==> config.mk <==
export PLATFORM = sky130hd
export DESIGN_NAME = fetch_queue_flat
export DESIGN_NICKNAME = d
export VERILOG_FILES = /design/src/rtl/fetch_queue_pkg.sv /design/src/rtl/fetch_queue_if.sv /design/src/rtl/fetch_queue_fifo.sv /design/src/rtl/fetch_queue.sv /design/src/flat_wrapper.sv
export SDC_FILE = /design/constraint.sdc
export NUM_CORES = 1
export LEC_CHECK = 0
export CAP_MARGIN = 5
export CORE_MARGIN = 5
export CORE_UTILIZATION = 60
export DETAILED_ROUTE_END_ITERATION = 10
export PLACE_DENSITY = 0.81
export SYNTH_ARGS = -nofsm -noshare
export SYNTH_HDL_FRONTEND = slang
export SYNTH_SLANG_ARGS = --single-unit
==> constraint.sdc <==
create_clock -name clk -period 11.5 [get_ports clk]
set_input_delay 3.45 -clock clk [delete_from_list [all_inputs] [get_ports clk]]
set_output_delay 3.45 -clock clk [all_outputs]
set_load 0.1 [all_outputs]
==> src/rtl/fetch_queue_pkg.sv <==
// Shared widths, device ids and types for the instruction prefetch queue.
package fetch_queue_pkg;
    localparam int ADDR_W  = 16;
    localparam int INSTR_W = 32;

    localparam logic [2:0] DROM = 3'd2;

    typedef struct packed {
        logic [ADDR_W-1:0]  pc;
        logic [INSTR_W-1:0] instr;
        logic               fault;
    } fetch_entry_t;

    typedef enum logic {
        RUN   = 1'b0,
        FAULT = 1'b1
    } fetch_state_e;
endpackage

==> src/rtl/fetch_queue_if.sv <==
// Fetch unit bus: instruction memory request/response, redirect, and execute-side handshake.
interface fetch_queue_if #(
    parameter int ADDR_W  = fetch_queue_pkg::ADDR_W,
    parameter int INSTR_W = fetch_queue_pkg::INSTR_W
);
    logic               flush;
    logic [ADDR_W-1:0]  flush_pc;
    logic [ADDR_W-1:0]  addr;
    logic               rd;
    logic               hit;
    logic [2:0]         did;
    logic [INSTR_W-1:0] drom_data;
    logic               instr_valid;
    logic               instr_ready;
    logic [INSTR_W-1:0] instr;
    logic [ADDR_W-1:0]  instr_pc;
    logic               instr_fault;

    modport master (
        input  flush, flush_pc, hit, did, drom_data, instr_ready,
        output addr, rd, instr_valid, instr, instr_pc, instr_fault
    );

    modport slave (
        output flush, flush_pc, hit, did, drom_data, instr_ready,
        input  addr, rd, instr_valid, instr, instr_pc, instr_fault
    );
endinterface

==> src/rtl/fetch_queue_fifo.sv <==
// DEPTH-entry synchronous FIFO with clear; only pointers and count are reset, storage is not.
module fetch_queue_fifo #(
    parameter int W     = 8,
    parameter int DEPTH = 4,
    localparam int PTR_W = $clog2(DEPTH),
    localparam int CNT_W = $clog2(DEPTH + 1)
) (
    input  logic             clk,
    input  logic             rst_n,
    input  logic             push,
    input  logic             pop,
    input  logic             clear,
    input  logic [W-1:0]     wdata,
    output logic [W-1:0]     rdata,
    output logic [CNT_W-1:0] count,
    output logic             empty,
    output logic             full
);
    logic [W-1:0]     mem_q [DEPTH];
    logic [PTR_W-1:0] wr_ptr_q, wr_ptr_d, rd_ptr_q, rd_ptr_d;
    logic [CNT_W-1:0] count_q, count_d;

    // DEPTH is a power of two, so pointers wrap naturally.
    always_comb begin
        wr_ptr_d = wr_ptr_q;
        rd_ptr_d = rd_ptr_q;
        count_d  = count_q;
        if (clear) begin
            wr_ptr_d = '0;
            rd_ptr_d = '0;
            count_d  = '0;
        end else begin
            if (push) wr_ptr_d = wr_ptr_q + PTR_W'(1);
            if (pop)  rd_ptr_d = rd_ptr_q + PTR_W'(1);
            count_d = count_q + CNT_W'(push) - CNT_W'(pop);
        end
    end

    always_ff @(posedge clk or negedge rst_n) begin
        if (!rst_n) begin
            wr_ptr_q <= '0;
            rd_ptr_q <= '0;
            count_q  <= '0;
        end else begin
            wr_ptr_q <= wr_ptr_d;
            rd_ptr_q <= rd_ptr_d;
            count_q  <= count_d;
        end
    end

    always_ff @(posedge clk) begin
        if (push && !clear) mem_q[wr_ptr_q] <= wdata;
    end

    assign rdata = mem_q[rd_ptr_q];
    assign count = count_q;
    assign empty = (count_q == '0);
    assign full  = (count_q == CNT_W'(DEPTH));
endmodule

==> src/rtl/fetch_queue.sv <==
// Prefetching fetch unit: walks the fetch PC, issues one read per cycle and queues qualified responses.
module fetch_queue #(
    parameter int                ADDR_W   = fetch_queue_pkg::ADDR_W,
    parameter int                INSTR_W  = fetch_queue_pkg::INSTR_W,
    parameter int                DEPTH    = 4,
    parameter int                PC_STEP  = 4,
    parameter logic [ADDR_W-1:0] RESET_PC = '0
) (
    input logic           clk,
    input logic           rst_n,
    fetch_queue_if.master bus
);
    import fetch_queue_pkg::*;

    localparam int CNT_W = $clog2(DEPTH + 1);
    localparam int OCC_W = CNT_W + 1;

    typedef struct packed {
        logic [ADDR_W-1:0]  pc;
        logic [INSTR_W-1:0] instr;
        logic               fault;
    } entry_t;

    fetch_state_e      state_q, state_d;
    logic [ADDR_W-1:0] fpc_q, fpc_d, tag_q, tag_d;
    logic              inflight_q, inflight_d;

    entry_t            push_entry, head;
    logic [CNT_W-1:0]  count;
    logic [OCC_W-1:0]  occupancy;
    logic              empty, full, push, pop, fifo_pop, resp, ok, rd;

    always_comb begin
        pop       = !empty && bus.instr_ready;
        fifo_pop  = pop && !bus.flush;
        // Entries already queued plus the read in flight, minus the one leaving now.
        occupancy = OCC_W'(count) + OCC_W'(inflight_q) - OCC_W'(pop);
        rd        = rst_n && (state_q == RUN) && !bus.flush && (occupancy < OCC_W'(DEPTH));

        ok   = bus.hit && (bus.did == DROM);
        resp = inflight_q && (state_q == RUN) && !bus.flush;
        push = resp;
        push_entry.pc    = tag_q;
        push_entry.instr = ok ? bus.drom_data : '0;
        push_entry.fault = !ok;

        state_d = state_q;
        if (bus.flush)       state_d = RUN;
        else if (resp && !ok) state_d = FAULT;

        fpc_d = fpc_q;
        if (bus.flush) fpc_d = bus.flush_pc;
        else if (rd)   fpc_d = fpc_q + ADDR_W'(PC_STEP);

        inflight_d = rd;
        tag_d      = rd ? fpc_q : tag_q;
    end

    always_ff @(posedge clk or negedge rst_n) begin
        if (!rst_n) begin
            state_q    <= RUN;
            fpc_q      <= RESET_PC;
            inflight_q <= 1'b0;
            tag_q      <= '0;
        end else begin
            state_q    <= state_d;
            fpc_q      <= fpc_d;
            inflight_q <= inflight_d;
            tag_q      <= tag_d;
        end
    end

    fetch_queue_fifo #(.W($bits(entry_t)), .DEPTH(DEPTH)) u_fifo (
        .clk   (clk),
        .rst_n (rst_n),
        .push  (push),
        .pop   (fifo_pop),
        .clear (bus.flush),
        .wdata (push_entry),
        .rdata (head),
        .count (count),
        .empty (empty),
        .full  (full)
    );

    // Issue gating leaves room for every in-flight response.
    always_ff @(posedge clk) begin
        if (rst_n) assert (!(push && full && !fifo_pop));
    end

    assign bus.rd          = rd;
    assign bus.addr        = fpc_q;
    assign bus.instr_valid = !empty;
    assign bus.instr       = empty ? '0 : head.instr;
    assign bus.instr_pc    = empty ? '0 : head.pc;
    assign bus.instr_fault = empty ? 1'b0 : head.fault;
endmodule
==> src/flat_wrapper.sv <==
// flat-port wrapper written by rule: the top's interface ports become plain ports
module fetch_queue_flat import fetch_queue_pkg::*;
#(
    parameter int                ADDR_W   = fetch_queue_pkg::ADDR_W,
    parameter int                INSTR_W  = fetch_queue_pkg::INSTR_W,
    parameter int                DEPTH    = 4,
    parameter int                PC_STEP  = 4,
    parameter logic [ADDR_W-1:0] RESET_PC = '0
)
  (clk, rst_n, bus_flush, bus_flush_pc, bus_hit, bus_did, bus_drom_data, bus_instr_ready, bus_addr, bus_rd, bus_instr_valid, bus_instr, bus_instr_pc, bus_instr_fault);
  fetch_queue_if #(.ADDR_W(ADDR_W), .INSTR_W(INSTR_W)) bus_i ();
  input logic clk;
  input logic rst_n;
  input wire logic [$bits(bus_i.flush)-1:0] bus_flush;
  input wire logic [$bits(bus_i.flush_pc)-1:0] bus_flush_pc;
  input wire logic [$bits(bus_i.hit)-1:0] bus_hit;
  input wire logic [$bits(bus_i.did)-1:0] bus_did;
  input wire logic [$bits(bus_i.drom_data)-1:0] bus_drom_data;
  input wire logic [$bits(bus_i.instr_ready)-1:0] bus_instr_ready;
  output wire logic [$bits(bus_i.addr)-1:0] bus_addr;
  output wire logic [$bits(bus_i.rd)-1:0] bus_rd;
  output wire logic [$bits(bus_i.instr_valid)-1:0] bus_instr_valid;
  output wire logic [$bits(bus_i.instr)-1:0] bus_instr;
  output wire logic [$bits(bus_i.instr_pc)-1:0] bus_instr_pc;
  output wire logic [$bits(bus_i.instr_fault)-1:0] bus_instr_fault;
  assign bus_i.flush = bus_flush;
  assign bus_i.flush_pc = bus_flush_pc;
  assign bus_i.hit = bus_hit;
  assign bus_i.did = bus_did;
  assign bus_i.drom_data = bus_drom_data;
  assign bus_i.instr_ready = bus_instr_ready;
  assign bus_addr = bus_i.addr;
  assign bus_rd = bus_i.rd;
  assign bus_instr_valid = bus_i.instr_valid;
  assign bus_instr = bus_i.instr;
  assign bus_instr_pc = bus_i.instr_pc;
  assign bus_instr_fault = bus_i.instr_fault;
  fetch_queue #(.ADDR_W(ADDR_W), .INSTR_W(INSTR_W), .DEPTH(DEPTH), .PC_STEP(PC_STEP), .RESET_PC(RESET_PC)) u_core (.clk(clk), .rst_n(rst_n), .bus(bus_i));
endmodule
* Word level (Yosys, flattened, before mapping)
Memories as Yosys holds them, arrays and structs flattened.
Index checks and enable logic that the tools add are counted.
** Operators by class
- $lt $le $gt $ge :: 1
- Reduce and logical (&&, ||, !) cells :: 18
- Multiplexer cells :: 15
- Add/sub/neg operators :: 7
- Bitwise gates (word level) :: 1
- Equal/unequal tests :: 1
** Operators with widths (number)
- $mux W32 :: 2
- $mux W16 :: 3
- $add A16 B3 Y16 const B :: 1
- $logic_and A1 B1 Y1 :: 10
- $mux W2 :: 4
- $reduce_bool A2 Y1 :: 4
- $mux W1 :: 5
- $add A2 B1 Y2 const B :: 2
- $add A3 B1 Y4 :: 1
- $lt A4 B3 Y1 const B :: 1
- $sub A4 B1 Y4 :: 1
- $add A3 B1 Y3 :: 1
- $eq A3 B2 Y1 const B :: 1
- $logic_not A1 Y1 :: 3
- $logic_not A3 Y1 :: 1
- $mux W3 :: 1
- $sub A3 B1 Y3 :: 1
- $not A1 Y1 :: 1
** Storage, ports and cells
- Register bits after elaboration :: 41
- Logic and storage cells :: 51
- RAM bits :: 196
- Memories :: 1
- Output and inout bits :: 67
- Bits of input ports :: 56
** Memories
- u_core.u_fifo.mem_q :: words 4, bits a word 49, rd ports 1, clocked after Yosys merged registers in 0, write ports 1, RTL line fetch_queue_fifo.sv:19 : logic [W-1:0] mem_q [DEPTH];

* Longest topological paths before layout
Gate-level depths: netlist (run 1).
- Word-level depth :: 8
- Depth in mapped cells :: 12
- Mapped depth without buffers :: 10

* Cells and area by module
Synthesis (run 1) repeated with hierarchy kept, for this count alone.
** Unflattened totals
- Cell total of the unflattened synthesis :: 575
- Area total of the unflattened synthesis :: 10107.2 um2
** Modules (own cells, without submodules)
- fetch_queue_fifo :: times used 1, cells an instance 296, area each 7567.3 um2, sequential area each 6060.8 um2
- fetch_queue :: times used 1, cells an instance 279, area each 2539.9 um2, sequential area each 850.8 um2

* Least setup slack after synthesis (run 1)
OpenSTA, ideal clock, no wires.
- Path type :: in2out
- Start :: input port bus_instr_ready
- End :: output port bus_rd
- Data arrival time :: 5.766 ns
- Stages on the path :: 9
- Path slack :: 2.284 ns
- Buffers on the path :: 1
- Required time :: 8.050 ns
- Cells stage by stage :: nand2_1 > or2_2 > ha_1 > and2_1 > a2111oi_2 > a211o_1 > nand3_4 > buf_2 > inv_1
** Between the ends
- Longest elaborated chain between the ends :: 4
** Ends and longest elaborated chain
- start, declared :: RTL line flat_wrapper.sv:19 : input wire logic [$bits(bus_i.instr_ready)-1:0] bus_instr_ready;
- $logic_and A1 B1 Y1 :: RTL line fetch_queue.sv:34 : pop = !empty && bus.instr_ready;
- $sub A4 B1 Y4 :: RTL line fetch_queue.sv:37 : occupancy = OCC_W'(count) + OCC_W'(inflight_q) - OCC_W'(pop);
- $lt A4 B3 Y1 :: RTL line fetch_queue.sv:38 : rd = rst_n && (state_q == RUN) && !bus.flush && (occupancy < OCC_W'(DEPTH));
- $logic_and A1 B1 Y1 :: RTL line fetch_queue.sv:38
- end, declared :: RTL line flat_wrapper.sv:21 : output wire logic [$bits(bus_i.rd)-1:0] bus_rd;
Every way passes these cells.

* Final worst setup path (run 1)
Same ends and word-level chain as after synthesis.

==> key figures, run 1 <==
Outcome
  – Status: finished, final reports clean

Finish
  – P&R area growth vs syn: 22.4%
  – Fillers: 932
  – # diodes: 0
  – Nets: about 740
  – Storage cell area: 6920 um^2
  – Multi-input combinational cell area: 2680 um^2
  – Proportion of layout cells with a drive suffix above 1: a little under a fifth

Clocking
  – H-tree depth: 1
  – Max clock buf depth: 3
  – Skew-Pair Late Insertion Delay: ~0.50 ns
  – Number of CTS-inserted buffers: 23
  – # hold bufs at CTS: 0
  – Clock-pin transition on the worst setup and hold timing paths: 0.06 ns
  – Clk sinks: between 200 and 250
  – Post-CTS Setup Repair Bufs: 0
  – CTS tree: built
  – Root cell of the clock tree: clkbuf_16
  – Post_cts resized: 0

Detailed routing
  – Vias: 5374
  – Initial DRT Pass Iterations: 5
  – Drt drc: 0
  – Routed WL per cell: 21.2 um
  – Antenna-violating nets left: 0
  – Detailed Route WL: approximately 19000 um
  – Drt via density: around 6
  – Drt first-iter violations: 411

Yosys
  – Synth async-reset ratio: 17.3%
  – Cell area after synthesis: 9760 um^2
  – Yosys warns: 0
  – Cell variety after synth: 36
  – Post-synth top area share: 60.3%
  – Seq/Total Area, Yosys: 70.8%
  – Most common cell in the netlist: edfxtp_1
  – #FFs+latches synth: 237
  – Xor-xnor portion of the synthesized cell area: less than 1%
  – Largest family of logic cells by synthesized area: multiplexers
  – Syn Inst Count: 554
  – Cell taking the most area after synthesis: edfxtp_1
  – Mux cell area share after synthesis: a little over an eighth
  – Most frequent cells after synthesis: edfxtp_1, and2_1, mux4_2, dfrtp_1, clkbuf_1
  – Post-Synth Adder-Cell Area: under 10%
  – Synth Area in Simple Gates: 9.57%
  – EDFF count, synth: 196
  – Compound-Gate Fraction of Synth Area: 2.63%
  – Synth Flop Type: edfxtp_1
  – Ranking of synthesized cells by area: edfxtp_1, mux4_2, dfrtp_1, and2_1, mux2_2
  – Mapped Nets: 620
  – Avg Cell Area, Syn: 17.6 um^2

Setup path
  – CP max stage delay: 0.52 ns
  – FF-to-FF Start: u_core.u_fifo.count[1]$_DFF_PN0_
  – CP arrival: 6.30 ns
  – Startpoint class of the critical path: primary input
  – Critical-path cell list: clkdlybuf4s50_1 > nand2_1 > or2_2 > ha_1 > and2_1 > a2111oi_2 > a211o_1 > nand3_4 > inv_1 > buf_4
  – CP startpoint: bus_instr_ready
  – Worst path required time: 8.05 ns
  – WP buf/inv: 3
  – Kind of critical path: in2out
  – CP max FO: 17
  – Worst R2R Setup Slack: 7.88 ns
  – Crit path capture type: primary output
  – CP top delay family: buffers and inverters
  – Slowest cell on the critical path: clkdlybuf4s50_1

Timing
  – Final hold vios: 0
  – Max transition margin: 16.9%
  – Final min period: ~9.8 ns
  – Fmax: 103 MHz
  – Max Slew Vio Count: 0
  – Setup-failing EPs final: 0
  – Period Utilization, post-route: between 80% and 90%
  – Total Neg Setup Slack: 0 ns
  – Clk_skew: 0.0177 ns
  – RSZ-0062 raised after global routing: false
  – Least-Margin Pin Slew: 1.25 ns

GRT
  – Vias in the first global route: 5773
  – Initial antenna violation count: 0
  – Gr ovfl total: 0
  – First-pass GRT wire length: around 31000 um
  – Global Route Usage Sum: 21.0%
  – Largest net degree at the start of global routing: between 50 and 60

Floorplanning
  – Die span in x: 138 um
  – Core ar.: 15900 um^2
  – Boundary pin count: 123
  – Die area: roughly 19000 um^2
  – Starting Density: between 60% and 70%
  – FP Rows: 46
  – Die extent in y: ~140 um

Power
  – P per Cell Area: 268 nW/um^2
  – Peak supply drop: 0.000202 V
  – Leak: 4.05 nW
  – Total power: around 3.2 mW

Min path
  – Min-Delay Path Class: reg2reg
  – Hold Startpoint: u_core.tag_q[1]$_DFFE_PN0P_

Run
  – Max-cap violations: 0

Placement
  – HPWL after DPL: 11300 um
  – PortBufs: approximately 120
  – Placer Congestion: 0.858
## cells by family (layout without fill, tap and decap cells)
family	count (synthesis)	in the layout
and+or+nand+nor	160	160
buffers and inverters	42	181
muxes	67	67
xor gates and xnor gates	5	5
adders and majority gates	10	10
DFF	237	237
AOI/OAI and AO/OA	33	33
## per-stage QoR
step | utilization, % | setup WS (ns) | std cells | instance area [um^2] | hold WS, ns
5_1_grt | 74.9 | 1.57 | 909 | 11900 | 0.520
3_5_place_dp | 70.1 | 1.77 | 868 | 11200 | 0.505
4_1_cts | 74.9 | 1.73 | 909 | 11900 | 0.509
2_1_floorplan | - | 2.28 | 554 | 9760 | 0.471
6_report | 74.9 | 1.75 | 909 | 11900 | 0.510
3_3_place_gp | 70.1 | 1.87 | 868 | 11200 | 0.488
## path summary, 6_finish.rpt
path / endpoint / depth (start not counted)
max: bus_rd / 10
min: u_core.u_fifo.mem_q[2][34]$_DFFE_PP_ / 0
max reg2reg: u_core.bus.addr[12]$_DFFE_PN0P_ / 10
min reg2reg: u_core.u_fifo.mem_q[2][34]$_DFFE_PP_ / 0
max in group asynchronous: u_core.u_fifo.rd_ptr_q[0]$_DFFE_PN0P_ / 1
min in group asynchronous: u_core.bus.addr[12]$_DFFE_PN0P_ / 1
## flip-flops by register name, summed over array words and instances, names as in the netlist
signal,flops
u_core.u_fifo.mem_q,196
u_core.bus.addr,16
u_core.tag_q,16
u_core.u_fifo.count,3
u_core.u_fifo.rd_ptr_q,2
u_core.u_fifo.wr_ptr_q,2
u_core.inflight_q,1
u_core.state_q,1
## power by group
| part | switching, mW | leakage, nW | total, mW | internal [mW] |
|---|---|---|---|---|
| clock network | 0.302 | 0.358 | 0.753 | 0.451 |
| logic | 0.922 | 1.40 | 1.30 | 0.376 |
| registers | 0.110 | 2.29 | 1.14 | 1.03 |
## cells in the final DEF (no fill, tap or decap), types with 2 or more instances in the layout
| cell | count |
|---|---|
| and3_2 | 4 |
| nand2b_1 | 3 |
| nand3_1 | 11 |
| clkbuf_16 | 23 |
| and4_1 | 2 |
| o311ai_0 | 10 |
| o31ai_1 | 6 |
| mux2_2 | 18 |
| clkdlybuf4s50_1 | 120 |
| a21oi_1 | 2 |
| clkinvlp_4 | 4 |
| and3_1 | 4 |
| ha_1 | 9 |
| a31oi_1 | 8 |
| bufinv_16 | 3 |
| clkbuf_1 | 6 |
| buf_4 | 8 |
| or4_1 | 6 |
| nand2_1 | 11 |
| a2111oi_2 | 2 |
| nor2_1 | 20 |
| clkinv_1 | 2 |
| o21ai_0 | 2 |
| edfxtp_1 | 196 |
| or3_1 | 2 |
| inv_1 | 10 |
| nor2b_1 | 4 |
| and2_1 | 84 |
| dfrtp_1 | 39 |
| clkbuf_8 | 2 |
| mux4_2 | 49 |
| nand4_1 | 3 |
| xor2_1 | 4 |
| or2_2 | 5 |
## worst register-to-register path, delay by kind of cell, from the launching register on
family	cells	cell delay (ns)
AND/OR/NAND/NOR	4	0.83
flip-flops	1	0.43
AO/OA/AOI/OAI	4	1.55
adder cells (fa/ha/maj)	1	0.27
buffers and inverters	1	0.42
## per-layer routing
layer / vias up / part of all wire [%] / track usage [%]
met4: 0 / 1.8 / 5.54
met1: 2717 / 41 / 28.8
met2: 232 / 51 / 36.3
li1: 2392 / - / -
met3: 33 / 6.4 / 2.67
met5: - / 0 / 0
## cell type report
type                       count  area share, %
clock buffer                  31           5.24
inverter                      11          0.346
multi-input combinational    275           22.5
sequential                   237           57.9
tap                          216           2.26
timing repair buffer         129           10.6
clock inverter                10           1.15
(Power assumes the default switching activity.)
==> run 2, diff against run 1 <==
Settings changed: CORE_UTILIZATION 60 to 50, PLACE_DENSITY 0.81 to 0.72.
Clock period 11.5 ns to 8.5 ns, I/O delays scaled along.
==> key figures, run 2 (synthesis gave the netlist of run 1 again) <==
Outcome
  – Status: finished, final reports clean

Run
  – Max-cap violations: 0 (unchanged)

Setup path
  – Worst R2R Setup Slack: 5.09 ns (-2.79 ns)
  – FF-to-FF Start: u_core.u_fifo.count[1]$_DFF_PN0_
  – Path depth of the worst reg2reg path: 11 (+1)
  – CP max FO: 17 (unchanged)
  – Kind of critical path: in2out
  – Critical-path cell list: clkdlybuf4s50_1 > nand2_1 > or2_2 > ha_1 > and2_1 > a2111oi_2 > a211o_1 > nand3_4 > inv_1 > buf_12
  – CP max stage delay: 0.55 ns (+0.03 ns)
  – Worst path required time: 5.95 ns (-2.10 ns)
  – Worst r2r dst: u_core.bus.addr[10]$_DFFE_PN0P_
  – Crit path capture type: primary output
  – CP arrival: 5.30 ns (-1.00 ns)
  – Slowest cell on the critical path: clkdlybuf4s50_1
  – Startpoint class of the critical path: primary input

Floorplanning
  – Starting Density: 50.5% (-11 points)
  – Boundary pin count: 123 (unchanged)
  – Core ar.: 19300 um^2 (+21%)
  – FP Rows: 51 (+11%)
  – Die area: 22400 um^2 (+18%)
  – Die span in x: 150 um (+8.8%)
  – Die extent in y: 150 um (+8.8%)

Clocking
  – Clk sinks: 237 (unchanged)
  – CTS tree: built
  – Post-CTS Setup Repair Bufs: 0 (unchanged)
  – Post_cts resized: 0 (unchanged)
  – H-tree depth: 1 (unchanged)
  – Clock-pin transition on the worst setup and hold timing paths: 0.06 ns (about the same)
  – Skew-Pair Late Insertion Delay: 0.51 ns (about the same)
  – Root cell of the clock tree: clkbuf_16
  – # hold bufs at CTS: 0 (unchanged)
  – Max clock buf depth: 3 (unchanged)
  – Number of CTS-inserted buffers: 24 (+4.3%)

GRT
  – Global Route Usage Sum: 17.3% (-3.7 points)
  – Gr ovfl total: 0 (unchanged)
  – First-pass GRT wire length: 30500 um (-0.45%)
  – Initial antenna violation count: 0 (unchanged)
  – Vias in the first global route: 5747 (-0.45%)
  – Largest net degree at the start of global routing: 53 (unchanged)

Timing
  – Max transition margin: 32.0% (+15 points)
  – Total Neg Setup Slack: 0 ns (unchanged)
  – Clk_skew: 0.0134 ns (-0.00429 ns)
  – Max Slew Vio Count: 0 (unchanged)
  – RSZ-0062 raised after global routing: false
  – Final min period: 7.85 ns
  – Final hold vios: 0 (unchanged)
  – Fmax: 127 MHz
  – Period Utilization, post-route: 92.3%
  – Least-Margin Pin Slew: 1.02 ns (-0.230 ns)
  – Setup-failing EPs final: 0 (unchanged)

Detailed routing
  – Antenna-violating nets left: 0 (unchanged)
  – Routed WL per cell: 19.9 um (-6.4%)
  – Drt drc: 0 (unchanged)
  – Detailed Route WL: 19100 um (-0.77%)
  – Drt first-iter violations: 330 (-20%)
  – Initial DRT Pass Iterations: 4 (-1)
  – Drt via density: 5.52 (-6.7%)
  – Vias: 5320 (-1.0%)

Min path
  – Min-Delay Path Class: reg2reg
  – Hold Startpoint: u_core.tag_q[11]$_DFFE_PN0P_
  – Hold Path Depth: 0 (unchanged)
  – WHS Endpoint: u_core.u_fifo.mem_q[1][44]$_DFFE_PP_

Placement
  – HPWL after DPL: 11300 um (-0.38%)
  – Placer Congestion: 0.772 (-10%)
  – DP Area: 11300 um^2 (+0.75%)
  – PortBufs: 122 (unchanged)

Finish
  – Commonest cells after routing, fill and taps aside: edfxtp_1, clkdlybuf4s50_1, and2_1
  – Max reg flops: 196 (unchanged)
  – Fillers: 1421 (+52%)
  – Proportion of layout cells with a drive suffix above 1: 18.5% (+0.42 points)
  – Largest register by flop count: u_core.u_fifo.mem_q
  – Most common cell after layout, fill and taps aside: edfxtp_1
  – Design area: 12000 um^2 (+0.89%)
  – # diodes: 0 (unchanged)
  – Nets: 747 (+0.54%)
  – P&R area growth vs syn: 23.5%

Power
  – Peak supply drop: 0.000208 V (+3.1%)
  – Leak: 4.09 nW (+1.0%)
  – P per Cell Area: 357 nW/um^2 (+33%)
run 2: cell count changes in the layout (fill, tap and decap cells not counted), sizes merged:
cell	previous run	this run
buf	9	12
bufinv	3	0
clkinv	3	13
clkinvlp	4	1
inv	11	10
run 2: routing by layer:
layer | vias to the layer above | wire length (um) | GRT usage [%]
li1 | 2408 | - | -
met1 | 2702 | 8170 | 23.5
met2 | 186 | 9570 | 29.6
met3 | 24 | 1110 | 2.82
met4 | 0 | 293 | 4.57
met5 | - | 0 | 0
run 2: layout make-up:
type,instances,area (um^2),area share [%]
clock inverter,13,71.3,0.592
timing repair buffer,132,1310,10.9
inverter,11,41.3,0.343
clock buffer,31,699,5.81
sequential,237,6920,57.4
tap,265,332,2.75
multi-input combinational,275,2680,22.2
run 2: how the worst max path moves through the flow:
stage / endpoint / depth (start not counted) / start / slack [ns]
CTS: bus_rd / 10 / bus_instr_ready / 0.63
floorplan: bus_rd / 9 / bus_instr_ready / 1.08
detailed placement: bus_rd / 10 / bus_instr_ready / 0.64
finish: bus_rd / 10 / bus_instr_ready / 0.65
global placement: bus_rd / 10 / bus_instr_ready / 0.75
global route: bus_rd / 10 / bus_instr_ready / 0.47
run 2: critical path, delay by kind of cell:
kind	cells	cell delay, ns
fa+ha+maj	1	0.27
buf+inv	3	0.95
simple gates	4	0.87
compound gates	2	0.64
run 2: metrics by stage:
step	util (%)	power, mW	std cells	setup slack, ns	hold slack (ns)
global placement	58.2	3.32	919	0.749	0.488
floorplan	-	2.92	554	1.08	0.471
detailed placement	58.2	3.35	919	0.636	0.505
finish	62.3	4.30	964	0.653	0.511
global route	62.3	4.47	964	0.467	0.539
CTS	62.2	4.34	963	0.633	0.509
run 2: power breakdown:
group,leakage [nW],internal (mW),total (mW),switching (mW)
Clock,0.380,0.580,0.994,0.414
Combinational,1.42,0.517,1.76,1.24
Sequential,2.29,1.40,1.55,0.148
